[src/rtl/instr_encoder_loader.sv]
// Instruction encoder/loader: packs decoded RV64 base-ISA fields into 32-bit
// words and streams them into instruction memory with a write handshake.
module instr_encoder_loader #(
  parameter int unsigned ADDR_W    = 10,
  parameter int unsigned BASE_ADDR = 0,
  parameter int unsigned DEPTH     = 1024
) (
  input  logic              clk,
  input  logic              rst_n,
  input  logic              start,
  input  logic              in_valid,
  output logic              in_ready,
  input  logic [2:0]        in_kind,
  input  logic [4:0]        in_rd,
  input  logic [4:0]        in_rs1,
  input  logic [4:0]        in_rs2,
  input  logic [2:0]        in_funct3,
  input  logic [6:0]        in_funct7,
  input  logic [12:0]       in_imm,
  input  logic              in_last,
  output logic              mem_we,
  input  logic              mem_ready,
  output logic [ADDR_W-1:0] mem_addr,
  output logic [31:0]       mem_wdata,
  output logic              busy,
  output logic              done,
  output logic              err,
  output logic [1:0]        err_code,
  output logic [ADDR_W:0]   count
);

  localparam int unsigned CNT_W = ADDR_W + 1;
  localparam logic [ADDR_W-1:0] BASE      = ADDR_W'(BASE_ADDR);
  localparam logic [CNT_W-1:0]  LAST_ADDR = CNT_W'(BASE_ADDR + DEPTH - 1);

  localparam logic [6:0] OP_R      = 7'b0110011;
  localparam logic [6:0] OP_I      = 7'b0010011;
  localparam logic [6:0] OP_LOAD   = 7'b0000011;
  localparam logic [6:0] OP_STORE  = 7'b0100011;
  localparam logic [6:0] OP_BRANCH = 7'b1100011;

  localparam logic [1:0] E_NONE = 2'd0;
  localparam logic [1:0] E_KIND = 2'd1;
  localparam logic [1:0] E_IMM  = 2'd2;
  localparam logic [1:0] E_OVF  = 2'd3;

  typedef enum logic [1:0] {
    S_IDLE,
    S_ACCEPT,
    S_WRITE,
    S_DONE
  } state_e;

  state_e             state_q;
  logic               in_ready_q;
  logic               mem_we_q;
  logic [ADDR_W-1:0]  mem_addr_q;
  logic [31:0]        mem_wdata_q;
  logic               busy_q;
  logic               done_q;
  logic               err_q;
  logic [1:0]         err_code_q;
  logic [CNT_W-1:0]   count_q;
  logic               last_q;

  logic [31:0]        enc_d;
  logic [1:0]         enc_err_d;
  logic [CNT_W-1:0]   addr_inc_c;

  // Encode the presented field bundle and classify it as legal or erroneous
  always_comb begin
    enc_d     = 32'd0;
    enc_err_d = E_NONE;
    case (in_kind)
      3'd0: enc_d = {in_funct7, in_rs2, in_rs1, in_funct3, in_rd, OP_R};
      3'd1: begin
        enc_d = {in_imm[11:0], in_rs1, in_funct3, in_rd, OP_I};
        if (in_imm[12] != in_imm[11]) enc_err_d = E_IMM;
      end
      3'd2: begin
        enc_d = {in_imm[11:0], in_rs1, in_funct3, in_rd, OP_LOAD};
        if (in_imm[12] != in_imm[11]) enc_err_d = E_IMM;
      end
      3'd3: begin
        enc_d = {in_imm[11:5], in_rs2, in_rs1, in_funct3, in_imm[4:0], OP_STORE};
        if (in_imm[12] != in_imm[11]) enc_err_d = E_IMM;
      end
      3'd4: begin
        enc_d = {in_imm[12], in_imm[10:5], in_rs2, in_rs1, in_funct3,
                 in_imm[4:1], in_imm[11], OP_BRANCH};
        if (in_imm[0]) enc_err_d = E_IMM;
      end
      default: enc_err_d = E_KIND;
    endcase
  end

  // Widened so the last legal address plus one is representable
  assign addr_inc_c = CNT_W'(mem_addr_q) + CNT_W'(1);

  // Load sequencer with registered handshake, address and error outputs
  always_ff @(posedge clk or negedge rst_n) begin
    if (!rst_n) begin
      state_q     <= S_IDLE;
      in_ready_q  <= 1'b0;
      mem_we_q    <= 1'b0;
      mem_addr_q  <= BASE;
      mem_wdata_q <= 32'd0;
      busy_q      <= 1'b0;
      done_q      <= 1'b0;
      err_q       <= 1'b0;
      err_code_q  <= E_NONE;
      count_q     <= '0;
      last_q      <= 1'b0;
    end else begin
      done_q <= 1'b0;
      case (state_q)
        S_IDLE: begin
          if (start) begin
            count_q    <= '0;
            err_q      <= 1'b0;
            err_code_q <= E_NONE;
            mem_addr_q <= BASE;
            in_ready_q <= 1'b1;
            busy_q     <= 1'b1;
            state_q    <= S_ACCEPT;
          end
        end
        S_ACCEPT: begin
          if (in_valid && in_ready_q) begin
            last_q <= in_last;
            if (enc_err_d == E_NONE) begin
              mem_wdata_q <= enc_d;
              mem_we_q    <= 1'b1;
              in_ready_q  <= 1'b0;
              state_q     <= S_WRITE;
            end else begin
              // Bad bundle is consumed and dropped; first error code is kept
              err_q <= 1'b1;
              if (!err_q) err_code_q <= enc_err_d;
              if (in_last) begin
                in_ready_q <= 1'b0;
                done_q     <= 1'b1;
                state_q    <= S_DONE;
              end
            end
          end
        end
        S_WRITE: begin
          if (mem_ready) begin
            mem_we_q   <= 1'b0;
            mem_addr_q <= ADDR_W'(addr_inc_c);
            count_q    <= count_q + CNT_W'(1);
            if (last_q) begin
              done_q  <= 1'b1;
              state_q <= S_DONE;
            end else if (addr_inc_c > LAST_ADDR) begin
              err_q <= 1'b1;
              if (!err_q) err_code_q <= E_OVF;
              done_q  <= 1'b1;
              state_q <= S_DONE;
            end else begin
              in_ready_q <= 1'b1;
              state_q    <= S_ACCEPT;
            end
          end
        end
        S_DONE: begin
          busy_q  <= 1'b0;
          state_q <= S_IDLE;
        end
        default: state_q <= S_IDLE;
      endcase
    end
  end

  assign in_ready  = in_ready_q;
  assign mem_we    = mem_we_q;
  assign mem_addr  = mem_addr_q;
  assign mem_wdata = mem_wdata_q;
  assign busy      = busy_q;
  assign done      = done_q;
  assign err       = err_q;
  assign err_code  = err_code_q;
  assign count     = count_q;

endmodule

[config.mk]
export PLATFORM = sky130hd
export DESIGN_NAME = instr_encoder_loader
export DESIGN_NICKNAME = d
export VERILOG_FILES = /design/src/rtl/instr_encoder_loader.sv
export SDC_FILE = /design/constraint.sdc
export NUM_CORES = 1
export LEC_CHECK = 0
export CAP_MARGIN = 10
export CORE_MARGIN = 2
export CORE_UTILIZATION = 45
export DETAILED_ROUTE_END_ITERATION = 8
export HOLD_SLACK_MARGIN = 0.05
export PLACE_DENSITY = 0.79
export SKIP_LAST_GASP = 1
export SLEW_MARGIN = 20
export SYNTH_ARGS = -nofsm -noshare
export SYNTH_HDL_FRONTEND = slang
export SYNTH_SLANG_ARGS = --single-unit
[constraint.sdc]
create_clock -name clk -period 5.85 [get_ports clk]
set_input_delay 1.4625 -clock clk [delete_from_list [all_inputs] [get_ports clk]]
set_output_delay 1.4625 -clock clk [all_outputs]
set_load 0.05 [all_outputs]
# --- Word level (Yosys, flattened, before mapping) ---
# Cells that the tools add are included.
word_totals:
  reg_bits: 63
  input_bits: 47
  wordCells: 105
classes:
  add_sub_neg: 2
  order_cmp: 1
  n_eq_ne: 19
  n_mux: 54
  reduce_logical: 18
op_table:
  columns: ["operator", "n"]
  rows:
  - ["$pmux W32 S5", 1]
  - ["$mux W2", 17]
  - ["$mux W1", 22]
  - ["$mux W11", 2]
  - ["$pmux W11 S2", 1]
  - ["$mux W10", 2]
  - ["$ne A2 B2 Y1 const B", 10]
  - ["$pmux W10 S2", 1]
  - ["$reduce_and A7 Y1", 2]
  - ["$pmux W2 S3", 2]
  - ["$add A10 B1 Y11 const B", 1]
  - ["$add A11 B1 Y11 const B", 1]
  - ["$gt A11 B10 Y1 const B", 1]
  - ["$reduce_and A9 Y1", 1]
  - ["$pmux W2 S4", 1]
  - ["$reduce_and A4 Y1", 2]
  - ["$eq A3 B2 Y1 const B", 2]
  - ["$pmux W1 S2", 3]
  - ["$pmux W1 S3", 2]
  - ["$reduce_and A3 Y1", 2]
  - ["$reduce_bool A2 Y1", 3]
  - ["$eq A2 B2 Y1 const B", 2]
  - ["$logic_not A2 Y1", 2]
  - ["$reduce_and A2 Y1", 2]
  - ["9 further kinds", 9]

# --- Depth between registers and ports, before layout ---
depth:
  ltp_word: 7
  depth_mapped: 9
  mapped_depth_nobuf: 7

# --- Worst setup path after synthesis ---
# No wires, ideal clock.
synth_timing:
  kind: "input to register"
  startpoint: "input port in_kind[0]"
  endpoint: "register err_code_q[1] (netlist: err_code[1])"
  arrival_time_ns: 2.820
  slack_ns: 2.894
  stages: 7
  path_cell_list: "clkbuf_1 or2_2 clkbuf_1 nand2_1 o22a_1 a2bb2oi_1 or3b_2"
synth_via:
  elab_chain_len: 7
synth_lines:
  columns: ["item", "line_no", "source"]
  rows:
  - ["start, declared", "13", "input logic [2:0] in_kind,"]
  - ["$eq A3 B2 Y1 or $eq A3 B1 Y1 (tied branches)", "74", "case (in_kind)"]
  - ["$reduce_or A3 Y1 (no line)", null, null]
  - ["$pmux W2 S3 *", "74", null]
  - ["$mux W2", "139", "if (!err_q) err_code_q <= enc_err_d;"]
  - ["$mux W2", "131", "if (enc_err_d == E_NONE) begin"]
  - ["$mux W2", "129", "if (in_valid && in_ready_q) begin"]
  - ["$pmux W2 S3", "116", "case (state_q)"]
  - ["end signal, assigned", "139", null]
  - ["end, declared", "62", "logic [1:0] err_code_q;"]
# Every way passes the cells marked *; elsewhere a longest branch is shown, timed or not. The select of a mux whose other input is x is not followed.
# A chain may end at the register's enable or synchronous reset.

# --- Worst setup path in the final report ---
layout_timing:
  startpoint: "input port in_kind[2]"
  endpoint: "register mem_wdata_q[12] (netlist: mem_wdata[12])"
layout_via:
  elab_chain_len: 5
layout_lines:
  columns: ["item", "line_no", "source"]
  rows:
  - ["$eq A3 B2 Y1 or $eq A3 B1 Y1 (tied branches)", "74", null]
  - ["$reduce_or A3 Y1 (no line)", null, null]
  - ["$pmux W2 S3", "74", null]
  - ["$logic_not A2 Y1", "131", null]
  - ["$reduce_and A3 Y1 (no line)", null, null]
  - ["end signal, assigned", "132", "mem_wdata_q <= enc_d;"]
  - ["end, declared", "58", "logic [31:0] mem_wdata_q;"]
# Several ways; a longest one is shown, not always the timed one.

==> report_table.html <==
<table>
<tr><th>Metric</th><th>Value</th></tr>
<tr><th colspan="2">Placed design</th></tr>
<tr><td>Instance area at placement</td><td>approximately 4200 um2</td></tr>
<tr><td>Placed instance count</td><td>between 400 and 500</td></tr>
<tr><td>Port Buffer Count</td><td>104</td></tr>
<tr><td>Half-perimeter wire length after detailed placement</td><td>about 5.5 mm</td></tr>
<tr><td>GPL Wtd Cong</td><td>0.788</td></tr>
<tr><td>Post-place setup slack</td><td>approximately 1.6 ns</td></tr>
<tr><th colspan="2">Logic synthesis</th></tr>
<tr><td>Synth Cell Area</td><td>~3100 um2</td></tr>
<tr><td>Most instantiated library cell after synthesis</td><td>sky130_fd_sc_hd__dfrtp_1</td></tr>
<tr><td>Top_reg_cell synth</td><td>sky130_fd_sc_hd__dfrtp_1</td></tr>
<tr><td>Synthesized flop and latch total</td><td>60</td></tr>
<tr><td>Number of warning messages in the yosys log</td><td>0</td></tr>
<tr><td>Mean instance size in the synthesized netlist</td><td>about 9.7 um2</td></tr>
<tr><td>Number of instances in the synthesized netlist</td><td>about 320</td></tr>
<tr><td>Top area cells in the synthesized netlist</td><td>sky130_fd_sc_hd__dfrtp_1 (48%), sky130_fd_sc_hd__nand2_1 (6.3%), sky130_fd_sc_hd__o21ai_0 (5.3%), sky130_fd_sc_hd__mux2_2 (4.3%), sky130_fd_sc_hd__ha_1 (2.8%)</td></tr>
<tr><td>Part of the Yosys area used for sequential elements</td><td>0.479</td></tr>
<tr><td>Cell accounting for the most synthesized area</td><td>sky130_fd_sc_hd__dfrtp_1</td></tr>
<tr><td>Area share of the largest cell type after synthesis</td><td>0.479</td></tr>
<tr><td>Post-synth EDFFs</td><td>0</td></tr>
<tr><td>Fraction of synthesis flops using an asynchronous set or reset pin</td><td>1.00</td></tr>
<tr><td>Synth top cells by count</td><td>sky130_fd_sc_hd__dfrtp_1 (60), sky130_fd_sc_hd__nand2_1 (53), sky130_fd_sc_hd__o21ai_0 (33)</td></tr>
<tr><td>Count of different cell masters after synthesis</td><td>60</td></tr>
<tr><th colspan="2">STA</th></tr>
<tr><td># setup viols final</td><td>0</td></tr>
<tr><td>Slew Limit Fails</td><td>0</td></tr>
<tr><td>Accumulated negative setup slack</td><td>0 ns</td></tr>
<tr><td>Least setup slack across all paths after layout</td><td>1.98 ns</td></tr>
<tr><td>Post-route worst hold slack</td><td>between 0.4 and 0.5 ns</td></tr>
<tr><td>Final critical path time including I/O delays and setup</td><td>between 3 and 4 ns</td></tr>
<tr><td>Final count of hold timing violations</td><td>0</td></tr>
<tr><td>Max-Slew Margin vs Limit</td><td>0.474</td></tr>
<tr><td>Actual transition at the worst max-transition pin</td><td>0.784 ns</td></tr>
<tr><td>Final clock skew</td><td>just under 0.01 ns</td></tr>
<tr><td>Fmax</td><td>258 MHz</td></tr>
<tr><td>Unrepaired setup endpoints after global routing</td><td>no</td></tr>
<tr><td>Share of the clock period used by the worst path</td><td>0.662</td></tr>
<tr><th colspan="2">Layout</th></tr>
<tr><td>End-of-flow core utilization</td><td>0.650</td></tr>
<tr><td>Number of inserted diodes</td><td>0</td></tr>
<tr><td>Area of the multi-input gates</td><td>roughly 1500 um2</td></tr>
<tr><td>Final design instance area without fill</td><td>4390 um2</td></tr>
<tr><td>Sequential Area</td><td>approximately 1500 um2</td></tr>
<tr><td>Area delta synth-&gt;final</td><td>40.1%</td></tr>
<tr><td>Post-layout nets</td><td>479</td></tr>
<tr><td>Fraction of final layout cells with drive strength greater than 1</td><td>0.0930</td></tr>
<tr><td>Number of standard cells in the layout, taps in and fillers out</td><td>510</td></tr>
<tr><td>Fillers</td><td>around 570</td></tr>
<tr><th colspan="2">Routing</th></tr>
<tr><td>Final routed wirelength across all metal layers</td><td>about 7.4 mm</td></tr>
<tr><td>Pre-antenna DRT Iters</td><td>4</td></tr>
<tr><td>DRT iter0 DRCs</td><td>around 130</td></tr>
<tr><td>Routed length per placed instance</td><td>roughly 15 um</td></tr>
<tr><td>DRC violation count after routing</td><td>0</td></tr>
<tr><td>Total via count after detailed routing</td><td>2751</td></tr>
<tr><td>Post-detailed-route via-to-cell ratio</td><td>5.39</td></tr>
<tr><td>Post-DRT Antenna Nets</td><td>0</td></tr>
<tr><th colspan="2">Power and ir drop</th></tr>
<tr><td>Leakage component of the power</td><td>1.83 nW</td></tr>
<tr><td>VDD IR-drop max</td><td>approximately 260 uV</td></tr>
<tr><td>Total power</td><td>~2.2 mW</td></tr>
<tr><td>Power per unit of standard cell area</td><td>between 400 and 500 nW/um2</td></tr>
<tr><th colspan="2">Die</th></tr>
<tr><td>Starting Density</td><td>0.464</td></tr>
<tr><td>Number of standard-cell rows in the floorplan</td><td>30</td></tr>
<tr><td>Core box area</td><td>a little under 7000 um2</td></tr>
<tr><td>Total die area</td><td>roughly 7700 um2</td></tr>
<tr><td>Number of top-level design ports</td><td>~110</td></tr>
<tr><td>Die height</td><td>roughly 87 um</td></tr>
<tr><td>Die width</td><td>87.5 um</td></tr>
<tr><th colspan="2">Clock tree</th></tr>
<tr><td>PostCTS Resize Cnt</td><td>0</td></tr>
<tr><td>Worst-case clock buffer depth</td><td>2</td></tr>
<tr><td>Root buffer cell</td><td>sky130_fd_sc_hd__clkbuf_8</td></tr>
<tr><td>Clock slew at the register clock pins of the worst setup and hold paths</td><td>0.07 ns</td></tr>
<tr><td>Setup Buffers After CTS</td><td>0</td></tr>
<tr><td>TritonCTS Sinks</td><td>60</td></tr>
<tr><td>Clock tree from TritonCTS</td><td>done</td></tr>
<tr><td>Count of hold buffers inserted by post-cts repair</td><td>0</td></tr>
<tr><td>TritonCTS Buffers</td><td>9</td></tr>
<tr><td>Max H-tree Level</td><td>3</td></tr>
<tr><td>Clk_lat worst skew</td><td>0.33 ns</td></tr>
<tr><th colspan="2">Critical path</th></tr>
<tr><td>Critical path data required time</td><td>approximately 6 ns</td></tr>
<tr><td>Category of the worst setup path capture point</td><td>flop</td></tr>
<tr><td>Type of the setup path with the least slack</td><td>primary input to flop</td></tr>
<tr><td>Data arrival at the endpoint of the critical path</td><td>between 4 and 5 ns</td></tr>
<tr><td>Maximum fanout count along the critical path</td><td>28</td></tr>
<tr><td>Element type at the critical path start</td><td>primary input</td></tr>
<tr><th colspan="2">Run</th></tr>
<tr><td>Max-capacitance violation count</td><td>0</td></tr>
<tr><th colspan="2">Global route</th></tr>
<tr><td>Wire length of the first global-routing pass</td><td>11.9 mm</td></tr>
<tr><td>Maximum number of pins on one net before global-route repair</td><td>between 60 and 70</td></tr>
<tr><td>Total grt overflow</td><td>0</td></tr>
<tr><td>Via count of the first global-routing pass</td><td>roughly 2600</td></tr>
<tr><td>Antenna violations before repair</td><td>0</td></tr>
<tr><td>GRT Overall Usage</td><td>0.197</td></tr>
<tr><th colspan="2">Hold path</th></tr>
<tr><td>Tightest Hold Check Type</td><td>flop to flop</td></tr>
<tr><th colspan="2">Run status</th></tr>
<tr><td>Result of the run</td><td>finished, final reports clean</td></tr>
</table>
report_power, final:
group	total (mW)	switching [mW]	leakage, nW	internal (mW)
sequential	0.644	0.0965	0.779	0.548
combinational	1.15	0.737	0.955	0.409
clock	0.361	0.165	0.0962	0.197
total	2.15	0.998	1.83	1.15
final cells by class:
type,count,area share
timing repair buffer,106,0.239
tap,80,0.0228
sequential,60,0.342
clock inverter,6,0.0148
inverter,9,0.00769
clock buffer,10,0.0291
multi-input combinational,239,0.345
routing by layer:
layer | up-vias | wire [um] | GRT usage
li1 | 1356 | - | -
met1 | 1320 | 3380 | 0.257
met2 | 65 | 3670 | 0.313
met3 | 10 | 274 | 0.0398
met4 | 0 | 119 | 0.0895
met5 | - | 0 | 0
cells by family (layout without fill, tap and decap cells):
family,Yosys count,in the layout,share of synthesized area
xor+xnor,11,11,0.0307
flops,60,60,0.479
other cells,1,2,0.00120
mux,19,19,0.0654
fa+ha+maj,7,7,0.0279
simple gates,118,118,0.183
compound gates,82,82,0.174
buf+inv,26,131,0.0395
worst max-delay path, stage by stage:
cell,delay [ns]
sky130_fd_sc_hd__clkdlybuf4s50_1,0.80
sky130_fd_sc_hd__a211o_1,0.24
sky130_fd_sc_hd__o21ai_0,0.22
sky130_fd_sc_hd__nand2_1,0.58
sky130_fd_sc_hd__buf_4,0.39
sky130_fd_sc_hd__mux2_2,0.38
cells in the final DEF, fill, tap and decap left out, types with 6 or more instances in the layout:
cell type	instances
sky130_fd_sc_hd__clkdlybuf4s50_1	103
sky130_fd_sc_hd__dfrtp_1	60
sky130_fd_sc_hd__nand2_1	53
sky130_fd_sc_hd__o21ai_0	33
sky130_fd_sc_hd__nor2_1	20
sky130_fd_sc_hd__mux2_2	12
sky130_fd_sc_hd__inv_1	9
sky130_fd_sc_hd__clkbuf_8	9
sky130_fd_sc_hd__nand3_1	8
sky130_fd_sc_hd__a21oi_1	7
sky130_fd_sc_hd__mux2i_1	7
sky130_fd_sc_hd__ha_1	7
sky130_fd_sc_hd__xor2_1	6
sky130_fd_sc_hd__nor3_1	6
flip-flops by register name (all words and copies together) (netlist names):
signal and count:
err_code 2, done 1, busy 1, last_q 1, mem_wdata 29, err 1
count 11, mem_we 1, in_ready 1, mem_addr 10, state_q 2
final timing paths:
check	from	end	slack, ns	cells after the start
worst max-delay path	in_kind[2]	mem_wdata[12]	1.98	6
worst min-delay path	mem_wdata[30]	mem_wdata[30]	0.48	2
worst max register to register	state_q[0]	err_code[1]	3.32	7
worst min register to register	mem_wdata[30]	mem_wdata[30]	0.48	2
max in group asynchronous	rst_n	mem_wdata[19]	4.08	2
min in group asynchronous	rst_n	mem_addr[3]	1.27	2
Note: power is estimated with default switching activity, not from simulation.
